--- config.mk ---
export PLATFORM = sky130hd
export DESIGN_NAME = inst_fetch_unit
export DESIGN_NICKNAME = d
export VERILOG_FILES = /design/src/rtl/inst_fetch_unit.sv
export SDC_FILE = /design/constraint.sdc
export NUM_CORES = 1
export LEC_CHECK = 0
export CAP_MARGIN = 20
export CORE_MARGIN = 2
export CORE_UTILIZATION = 50
export DETAILED_ROUTE_END_ITERATION = 16
export HOLD_SLACK_MARGIN = 0.08
export PLACE_DENSITY_LB_ADDON = 0.08
export SETUP_SLACK_MARGIN = 0.3
export SLEW_MARGIN = 5
export SYNTH_ARGS = -nofsm -noshare
export SYNTH_HDL_FRONTEND = slang
export SYNTH_SLANG_ARGS = --single-unit
export TNS_END_PERCENT = 10
--- constraint.sdc ---
create_clock -name clk_i -period 9.2 [get_ports clk_i]
set_input_delay 0.92 -clock clk_i [delete_from_list [all_inputs] [get_ports clk_i]]
set_output_delay 0.92 -clock clk_i [all_outputs]
set_load 0.03 [all_outputs]
--- src/rtl/inst_fetch_unit.sv ---
// ----------------------------------------------------------------------------
// inst_fetch_unit
// Instruction fetch stage. It owns the program counter, fetches one 32-bit
// word at a time from instruction memory with a req/ready handshake, and
// holds each word until the decoder consumes it. On consume it picks the
// next PC in priority order: jump, then taken branch, then sequential. A
// memory that stays silent for MAX_WAIT fetch cycles latches a sticky
// fetch_error, and only reset clears it.
//
// Ports
//   clk_i, reset_i     clock, synchronous active-high reset
//   imem_req_o         fetch request (combinational from state)
//   imem_addr_o        fetch byte address, equal to pc_o (combinational)
//   imem_ready_i       memory data valid this cycle
//   imem_rdata_i       memory instruction word
//   instruction_o      registered instruction word sent to the decoder
//   inst_valid_o       instruction_o holds an unconsumed word
//   pc_o               PC of the current fetch or issue
//   pc_plus4_o         pc_o + 4, modulo 2^32 (combinational)
//   stall_i            downstream stage cannot consume this cycle
//   jump_i             jump redirect for the issuing word
//   jump_immediate_i   26-bit jump target field
//   branch_taken_i     taken-branch redirect for the issuing word
//   branch_offset_i    signed branch offset, counted in words
//   fetch_error_o      sticky memory-timeout flag
//   retired_count_o    number of words consumed since reset (wraps)
// ----------------------------------------------------------------------------
module inst_fetch_unit #(
    parameter logic [31:0] RESET_PC = 32'h0000_0000,
    parameter int unsigned MAX_WAIT = 15
) (
    input  logic        clk_i,
    input  logic        reset_i,
    output logic        imem_req_o,
    output logic [31:0] imem_addr_o,
    input  logic        imem_ready_i,
    input  logic [31:0] imem_rdata_i,
    output logic [31:0] instruction_o,
    output logic        inst_valid_o,
    output logic [31:0] pc_o,
    output logic [31:0] pc_plus4_o,
    input  logic        stall_i,
    input  logic        jump_i,
    input  logic [25:0] jump_immediate_i,
    input  logic        branch_taken_i,
    input  logic [15:0] branch_offset_i,
    output logic        fetch_error_o,
    output logic [31:0] retired_count_o
);

    localparam int unsigned XLEN   = 32;
    localparam int unsigned WAIT_W = 8;

    typedef enum logic [1:0] {
        ST_FETCH = 2'd0,
        ST_ISSUE = 2'd1,
        ST_ERROR = 2'd2
    } state_e;

    state_e              state_q, state_d;
    logic [XLEN-1:0]     pc_q, pc_d;
    logic [XLEN-1:0]     instruction_q, instruction_d;
    logic                inst_valid_q, inst_valid_d;
    logic                fetch_error_q, fetch_error_d;
    logic [XLEN-1:0]     retired_q, retired_d;
    logic [WAIT_W-1:0]   wait_q, wait_d;

    logic [XLEN-1:0]     pc_plus4;
    logic [XLEN-1:0]     branch_disp;
    logic [XLEN-1:0]     next_pc;
    logic [WAIT_W-1:0]   wait_inc;

    // Sequential PC and redirect target selection
    assign pc_plus4    = pc_q + XLEN'(4);
    assign branch_disp = {{14{branch_offset_i[15]}}, branch_offset_i, 2'b00};
    assign wait_inc    = wait_q + WAIT_W'(1);

    always_comb begin
        next_pc = pc_plus4;
        if (jump_i) begin
            next_pc = {pc_plus4[31:28], jump_immediate_i, 2'b00};
        end else if (branch_taken_i) begin
            next_pc = pc_plus4 + branch_disp;
        end
    end

    // Next-state and registered-output logic
    always_comb begin
        state_d       = state_q;
        pc_d          = pc_q;
        instruction_d = instruction_q;
        inst_valid_d  = inst_valid_q;
        fetch_error_d = fetch_error_q;
        retired_d     = retired_q;
        wait_d        = wait_q;

        unique case (state_q)
            ST_FETCH: begin
                if (imem_ready_i) begin
                    instruction_d = imem_rdata_i;
                    inst_valid_d  = 1'b1;
                    wait_d        = '0;
                    state_d       = ST_ISSUE;
                end else if (wait_inc == WAIT_W'(MAX_WAIT)) begin
                    // Last permitted silent cycle: give up for good
                    wait_d        = wait_inc;
                    fetch_error_d = 1'b1;
                    state_d       = ST_ERROR;
                end else begin
                    wait_d = wait_inc;
                end
            end
            ST_ISSUE: begin
                // Redirect inputs only matter in the consume cycle
                if (!stall_i) begin
                    pc_d         = next_pc;
                    retired_d    = retired_q + XLEN'(1);
                    inst_valid_d = 1'b0;
                    wait_d       = '0;
                    state_d      = ST_FETCH;
                end
            end
            ST_ERROR: begin
                state_d = ST_ERROR;
            end
            default: begin
                state_d = ST_FETCH;
            end
        endcase
    end

    // State register with synchronous reset
    always_ff @(posedge clk_i) begin
        if (reset_i) begin
            state_q       <= ST_FETCH;
            pc_q          <= RESET_PC;
            instruction_q <= '0;
            inst_valid_q  <= 1'b0;
            fetch_error_q <= 1'b0;
            retired_q     <= '0;
            wait_q        <= '0;
        end else begin
            state_q       <= state_d;
            pc_q          <= pc_d;
            instruction_q <= instruction_d;
            inst_valid_q  <= inst_valid_d;
            fetch_error_q <= fetch_error_d;
            retired_q     <= retired_d;
            wait_q        <= wait_d;
        end
    end

    // Request is suppressed while reset is held so no fetch escapes early
    assign imem_req_o      = (state_q == ST_FETCH) && !reset_i;
    assign imem_addr_o     = pc_q;
    assign pc_plus4_o      = pc_plus4;
    assign pc_o            = pc_q;
    assign instruction_o   = instruction_q;
    assign inst_valid_o    = inst_valid_q;
    assign fetch_error_o   = fetch_error_q;
    assign retired_count_o = retired_q;

endmodule

* Word-level counts from Yosys, hierarchy flattened
Index checks and enable logic that the tools add are counted.
** Storage, ports and cells
- Flip-flop bits (word level) :: 108
- Bits of input ports :: 80
- Output and inout port bits :: 163
- Logic and storage cells :: 41
** Operators by class
- Add/subtract/negate cells :: 4
- Equality and inequality tests :: 6
- Muxes and demuxes :: 12
- Bitwise logic cells :: 2
- Reductions and logical operators :: 10
** Operators with widths (number)
- 32-bit 2-to-1 mux :: 2
- 32-bit by 1-bit adder with 32-bit output, second input constant :: 1
- 32-bit by 3-bit adder with 32-bit output, second input constant :: 1
- 32-bit adder :: 1
- 8-bit 2-to-1 mux :: 2
- 8-bit one-hot mux with 2 select lines :: 1
- 8-bit by 1-bit adder with 8-bit output, second input constant :: 1
- 8-bit by 4-bit == test with 1-bit output, second input constant :: 1
- 2-bit AND reduction :: 4
- 2-bit 2-to-1 mux :: 3
- 2-bit one-hot mux with 3 select lines :: 1
- 3-bit AND reduction :: 2
- 2-bit != test, second input constant :: 2
- 3-bit != test, second input constant :: 1
- 2-bit by 1-bit == test with 1-bit output, second input constant :: 1
- 2-bit == test, second input constant :: 1
- 2-bit zero test :: 1
- 1-bit 2-to-1 mux :: 2
- 1-bit inverter :: 2
- 1-bit one-hot mux with 2 select lines :: 1
- 2-bit nonzero test :: 1
- 1-bit logical AND :: 1
- 1-bit zero test :: 1

* Logic depth before layout (Yosys ltp)
Gate-level depths: netlist of the first run.
- Word-level depth :: 5
- Gate-level depth with buffers :: 16
- Depth with buffers taken out :: 15

* Worst setup path after synthesis of the first run
Ideal clock, no wire load.
- Path type :: reg2reg
- From :: reg pc_q[4] (netlist: imem_addr_o[4])
- To :: reg pc_q[31] (netlist: imem_addr_o[31])
- Data arrival time :: 4.455 ns
- Data required time :: 9.077 ns
- Path slack :: 4.621 ns
- Stages on the path, launching flop included :: 16
- Buffers on the path :: 1
- Clock period less this slack :: 4.579 ns
- Path through :: dfxtp_1 and4_1 and4_1 clkbuf_1 nand3_1 xnor2_1 ha_1 a21o_1 a21o_1 a221o_1 or3_1 o211ai_2 and3_1 o22ai_2 mux2i_1 mux2_1
** Between the ends
- Longest elaborated chain between the ends :: 4
** RTL lines
- from (decl) :: RTL line 61 : logic [XLEN-1:0] pc_q, pc_d;
- from (signal assigned) :: RTL line 144 : pc_q <= pc_d;
- 32-bit by 3-bit adder with 32-bit output :: RTL line 74 : assign pc_plus4 = pc_q + XLEN'(4);
- named net pc_plus4_o[20] :: RTL line 41 : output logic [31:0] pc_plus4_o,
- 32-bit adder :: RTL line 83 : next_pc = pc_plus4 + branch_disp;
- 32-bit 2-to-1 mux :: RTL line 82 : end else if (branch_taken_i) begin
- 32-bit 2-to-1 mux :: RTL line 80 : if (jump_i) begin
The timed path passes the listed nets, and every way through them passes these cells.
A chain may end at the register's enable or synchronous reset.

* Final worst setup path of the first run
- From :: reg pc_q[4] (netlist: imem_addr_o[4])
- To :: reg pc_q[31] (netlist: imem_addr_o[31])
** Between the ends
- Longest elaborated chain between the ends :: 4
** RTL lines (RTL line)
- 32-bit by 3-bit adder with 32-bit output * :: 74
- 32-bit adder :: 83
- 32-bit 2-to-1 mux :: 82
- 32-bit 2-to-1 mux * :: 80
Every way passes the cells marked *; elsewhere a longest branch is shown, timed or not.

==> results of run 1 <==
per-layer routing:
metal	vias up	share of wire	global-route usage
li1	3533	-	-
met1	3240	0.40	0.325
met2	299	0.47	0.461
met3	48	0.096	0.0927
met4	0	0.031	0.107
met5	-	0	0
critical path, cell delays in order, from the launching register on:
cell	delay, ps
dfxtp_1	480
and4_1	330
and4_1	360
nand4_1	270
nor2_1	200
xor2_1	320
ha_1	330
and4_2	250
a221o_1	330
or3_1	340
o211ai_2	240
and3_1	210
o22ai_2	80
mux2i_1	190
mux2_1	330
per-stage QoR:
stage / instances / hold slack [ps]
after global routing: 1286 / 478
after detailed placement: 1269 / 446
after global placement: 1268 / 440
final: 1286 / 454
after floorplan: 925 / 456
after CTS: 1285 / 457
registers in the layout, summed over array words and instances, names as in the netlist:
name	cells
instruction_o	32
retired_count_o	32
imem_addr_o	30
wait_q	8
state_q	2
fetch_error_o	1
inst_valid_o	1
synthesized netlist by cell type, types with 6 or more instances:
| cell type | n |
|---|---|
| dfxtp_1 | 106 |
| a21o_1 | 16 |
| nor3_1 | 18 |
| nand3_1 | 33 |
| o211ai_1 | 8 |
| and3_1 | 21 |
| xor2_1 | 46 |
| nand4_1 | 11 |
| nand2_1 | 144 |
| xnor2_1 | 28 |
| o21ai_0 | 42 |
| buf_4 | 37 |
| nor2_1 | 96 |
| or3_1 | 9 |
| clkbuf_1 | 34 |
| mux2i_1 | 6 |
| nand2b_1 | 10 |
| ha_1 | 40 |
| a21oi_1 | 99 |
| inv_1 | 24 |
| a211oi_1 | 13 |
logic make-up (layout without fill, tap and decap cells):
kind of cell    after synthesis  in the layout  synth area share
simple gates                369            369             0.242
fa+ha+maj                    41             41            0.0753
xor+xnor                     74             74            0.0937
buf+inv                      99            284            0.0738
flops                       106            106             0.307
compound gates              223            223             0.198
mux                           7              7            0.0103
other cells                   1              6          0.000542
power groups by stage:
stage	registers [W]	logic, W	clock network (W)
after global routing	0.000492	0.000317	0.000443
after floorplan	0.000525	0.000154	0
after CTS	0.000490	0.000291	0.000426
after global placement	0.000500	0.000287	0
final	0.000490	0.000293	0.000421
after detailed placement	0.000500	0.000289	0
final timing paths:
path                        to  depth (start not counted)
min          instruction_o[27]                          2
max reg2reg    imem_addr_o[31]                         14
max            imem_addr_o[31]                         14
min reg2reg  instruction_o[27]                          2
cell usage in the layout (no fill, tap or decap), types with 21 or more instances in the layout:
cell and count:
clkdlybuf4s50_1 235, nand3_1 33, nand2_1 144, a21oi_1 99, inv_1 24, xor2_1 46
ha_1 40, dfxtp_1 106, and3_1 21, nor2_1 96, xnor2_1 28, o21ai_0 42
final cells by class:
type	instances	area, um2
Fill cell	1125	3900
Timing Repair Buffer	244	2440
Clock inverter	6	83.8
Multi-Input combinational cell	720	4310
Sequential cell	106	2120
Inverter	24	90.1
Tap cell	176	220
Clock buffer	10	239
==> results_dict.tcl, run 1 <==
set metrics [dict create \
    ant_nets 0 \
    arrival_ps 4640 \
    cts_root_buffer "clkbuf_16" \
    place_area_mm2 0.00915 \
    synth_area_mm2 0.00692 \
    drc 0 \
    swShare 0.315 \
    grt_setup_unrepaired "no" \
    synth_top_area_cell "dfxtp_1" \
    yosysUniqueCellTypes 61 \
    holdCritStartpoint "instruction_o[27]" \
    port-buffer-count 236 \
    slew_violations 0 \
    numCtsBuffers 9 \
    dp_slack_ps 4510 \
    setup_violations 0 \
    grt_pass1_wl_um 32400 \
    gp_congestion 0.945 \
    antenna_found_initial 0 \
    power_w 0.00120 \
    drive_gt1_frac 0.0333 \
    cp-start-kind "register" \
    worstPathMaxFanout 8 \
    htree_levels 3 \
    start_util 0.516 \
    hold_path.class "reg2reg" \
    syn_area_per_cell_um2 7.52 \
    viasPerCell 5.54 \
    finalClockSkew_ps 10.2 \
    worst_slew_margin_rel 0.266 \
    synth_edf_count 0 \
    yosysWarnings 0 \
    synthTopCellsByArea "dfxtp_1 31%, nand2_1 7.8%, ha_1 7.2%, a21oi_1 7.2%, xor2_1 5.8%" \
    p_per_area_mw_per_mm2 127 \
    p_leak_nw 3.77 \
    power.switching_w 0.000380 \
    ir_worst_vdd_mv 0.116 \
    grt_max_degree 64 \
    drtIter0Drc 453 \
    dieHeight_um 122 \
    dr.pass1.iters 5 \
    area_growth_pct 37.4 \
    dp_hpwl_um 15400 \
    overflow 0 \
    maxCapViolCount 0 \
    fin_nets 1226 \
    grt_usage 0.275 \
    worstSkewPairLatency_ps 360 \
    antenna_cells 0 \
    postCtsSetupRepairBufs 0 \
    wl_um 20700 \
    internal_power_w 0.000824 \
    die_area_mm2 0.0148 \
    pwr-share-seq 0.407 \
    final_util 0.709 \
    p_comb_frac 0.244 \
    cp-startpoint "imem_addr_o[4]" \
    layout_min_cycle_time_ps 4390 \
    ys.flop_type "dfxtp_1" \
    clock_power_share 0.350 \
    die_width_um 122 \
    cts_tree "built" \
    worstSetupPathType "reg2reg" \
    cp.required_ps 9450 \
    cts.sinks 106 \
    yosysSeqAreaShare 0.307 \
    end_kind "register" \
    fin_crit_sh 0.477 \
    boundaryPins 243 \
    cts_resized 0 \
    fin_ws_ps 4810 \
    rows 42 \
    cts_hold_buf 0 \
    core_mm2 0.0134 \
    hold_viol 0 \
    grt_pass1_vias 6546 \
    synth-seq-cells 106 \
    syn_inst 920 \
    r2r_start "imem_addr_o[4]" \
    yosysTopAreaCellShare 0.307 \
    fin_setup_tns_ps 0 \
    wire_per_inst_um 16.1 \
    max_slew.worst_pin.slew_ps 1100 \
    rrSetupSlack_ps 4810 \
    path_clk_slew_ps 80 \
    fmax_mhz 228 \
    synth-async-reset-ratio 0 \
    status "finished, final reports clean" \
    num_vias 7120 \
    clockBufferDepth 2 \
    final_area_mm2 0.00950 \
]
No activity file was read; power rests on OpenSTA's default activity.
==> run 2: changes to the inputs <==
--- a/config.mk
+++ b/config.mk
@@ -7,7 +7,7 @@
 export LEC_CHECK = 0
 export CAP_MARGIN = 20
 export CORE_MARGIN = 2
-export CORE_UTILIZATION = 50
+export CORE_UTILIZATION = 46
 export DETAILED_ROUTE_END_ITERATION = 16
 export HOLD_SLACK_MARGIN = 0.08
 export PLACE_DENSITY_LB_ADDON = 0.08
==> constraint.sdc (replaced) <==
create_clock -name clk_i -period 4.5 [get_ports clk_i]
set_input_delay 0.45 -clock clk_i [delete_from_list [all_inputs] [get_ports clk_i]]
set_output_delay 0.45 -clock clk_i [all_outputs]
set_load 0.03 [all_outputs]
==> results_dict.tcl, run 2 (synthesized netlist as in run 1, its figures left out) <==
set metrics [dict create \
    pwr-share-seq 0.414 \
    port-buffer-count 236 \
    ir_worst_vdd_mv 0.213 \
    p_leak_nw 3.80 \
    grt_max_degree 86 \
    numCtsBuffers 9 \
    min_path_cells 2 \
    viasPerCell 5.44 \
    maxCapViolCount 0 \
    slowest_delay_ps 400 \
    path_cells "and4_2 -> and4_4 -> nand4_1 -> nor2_2 -> xor2_2 -> ha_1 -> and4_2 -> a221o_1 -> or3_1 -> o211ai_2 -> and3_1 -> o22ai_2 -> mux2i_1 -> mux2_1" \
    worst_slew_margin_rel 0.411 \
    cp-start-kind "register" \
    fin_setup_tns_ps 0 \
    die_width_um 127 \
    mostFrequentLayoutCells "235 x clkdlybuf4s50_1, 144 x nand2_1, 99 x a21oi_1, 98 x dfxtp_1, 95 x nor2_1" \
    slew_violations 0 \
    cts_hold_buf 0 \
    worstSetupPathType "reg2reg" \
    hold_path.class "reg2reg" \
    whs_endpoint "instruction_o[29]" \
    finalClockSkew_ps 8.92 \
    critPathSlowestCell "dfxtp_2" \
    ant_nets 0 \
    cpMostUsedCell "and4_2" \
    fin_crit_sh 0.889 \
    drtIter0Drc 404 \
    hold_viol 0 \
    rr_worst_depth 14 \
    place_area_mm2 0.00925 \
    wl_um 21400 \
    arrival_ps 4240 \
    internal_power_w 0.00166 \
    grt_setup_unrepaired "no" \
    crit_buf_inv 0 \
    cp.required_ps 4740 \
    fmax_mhz 250 \
    grt_pass1_vias 6520 \
    antenna_cells 0 \
    path_clk_slew_ps 70 \
    fin_ws_ps 501 \
    final_area_mm2 0.00958 \
    worstPathMaxFanout 8 \
    fin_nets 1233 \
    swShare 0.312 \
    cts_tree "built" \
    max_slew.worst_pin.slew_ps 883 \
    clock_power_share 0.333 \
    dp_slack_ps 446 \
    status "finished, final reports clean" \
    grt_usage 0.260 \
    p_per_area_mw_per_mm2 253 \
    drc 0 \
    die_area_mm2 0.0160 \
    p_comb_frac 0.252 \
    holdCritStartpoint "instruction_o[29]" \
    dp_hpwl_um 16000 \
    cts.sinks 106 \
    dieHeight_um 127 \
    r2r_end "imem_addr_o[31]" \
    cts_root_buffer "clkbuf_16" \
    boundaryPins 243 \
    drive_gt1_frac 0.0520 \
    dr.pass1.iters 5 \
    wire_per_inst_um 16.5 \
    htree_levels 3 \
    core_mm2 0.0146 \
    start_util 0.474 \
    antenna_found_initial 0 \
    postCtsSetupRepairBufs 0 \
    grt_pass1_wl_um 33600 \
    mostFrequentLayoutCell "clkdlybuf4s50_1" \
    rrSetupSlack_ps 500 \
    gp_congestion 0.964 \
    num_vias 7075 \
    worstSkewPairLatency_ps 350 \
    cpLargestDelayFamily "simple AND/OR/NAND/NOR gates" \
    overflow 0 \
    area_growth_pct 38.5 \
    rows 44 \
    clockBufferDepth 2 \
    setup_violations 0 \
    end_kind "register" \
    layout_min_cycle_time_ps 4000 \
    power.switching_w 0.000755 \
    r2r_start "imem_addr_o[4]" \
]
## run 2: cell count changes in the layout (fill, tap and decap cells not counted), sizes merged
cell	before	now
buf	9	16
clkinv	3	1
clkinvlp	0	1
## run 2: final cells by class
| cell class | count | area [um2] |
|---|---|---|
| fill | 1338 | 5010 |
| multi-input combinational | 720 | 4350 |
| timing repair buffer | 251 | 2490 |
| sequential | 106 | 2130 |
| tap | 184 | 230 |
| clock buffer | 10 | 229 |
| inverter | 24 | 90.1 |
| clock inverter | 5 | 63.8 |
## run 2: routing by layer
metal,up-vias,part of all wire,track usage
li1,3545,-,-
met1,3246,0.44,0.329
met2,257,0.46,0.423
met3,27,0.084,0.0848
met4,0,0.017,0.0769
met5,-,0,0
## run 2: worst min-delay path, stage by stage (launching register included)
cell and delay, ps:
dfxtp_1 310, nand2_1 50, a21oi_1 50
## run 2: worst max path at each step
stage                         from              end  slack [ps]  depth (start not counted)
finish              imem_addr_o[4]  imem_addr_o[31]         500                         14
global route        imem_addr_o[6]  imem_addr_o[31]         310                         14
CTS                 imem_addr_o[4]  imem_addr_o[31]         420                         14
detailed placement  imem_addr_o[4]  imem_addr_o[31]         450                         14
global placement    imem_addr_o[4]  imem_addr_o[31]         540                         14
floorplan           imem_addr_o[4]  imem_addr_o[31]         300                         15
## run 2: timing repair
| item | 4_1_cts | 5_1_grt |
|---|---|---|
| endpoints found under the setup margin | 0 | 2 |
| gates resized for setup | 0 | 4 |
| endpoints found under the hold margin | 0 | 0 |
## run 2: per-stage QoR
| step | hold slack [ps] | util | instances | total power, W |
|---|---|---|---|---|
| finish | 453 | 0.657 | 1300 | 0.00242 |
| global route | 456 | 0.657 | 1300 | 0.00253 |
| CTS | 450 | 0.654 | 1299 | 0.00243 |
| detailed placement | 446 | 0.634 | 1284 | 0.00162 |
| global placement | 441 | 0.634 | 1284 | 0.00162 |
| floorplan | 456 | - | 925 | 0.00139 |
## run 2: power groups by stage
| stage | registers (W) | clock network (W) | logic, W |
|---|---|---|---|
| after CTS | 0.00100 | 0.000826 | 0.000605 |
| after global placement | 0.00102 | 0 | 0.000601 |
| after detailed placement | 0.00102 | 0 | 0.000601 |
| final | 0.00100 | 0.000807 | 0.000611 |
| after floorplan | 0.00107 | 0 | 0.000316 |
| after global routing | 0.00101 | 0.000867 | 0.000657 |
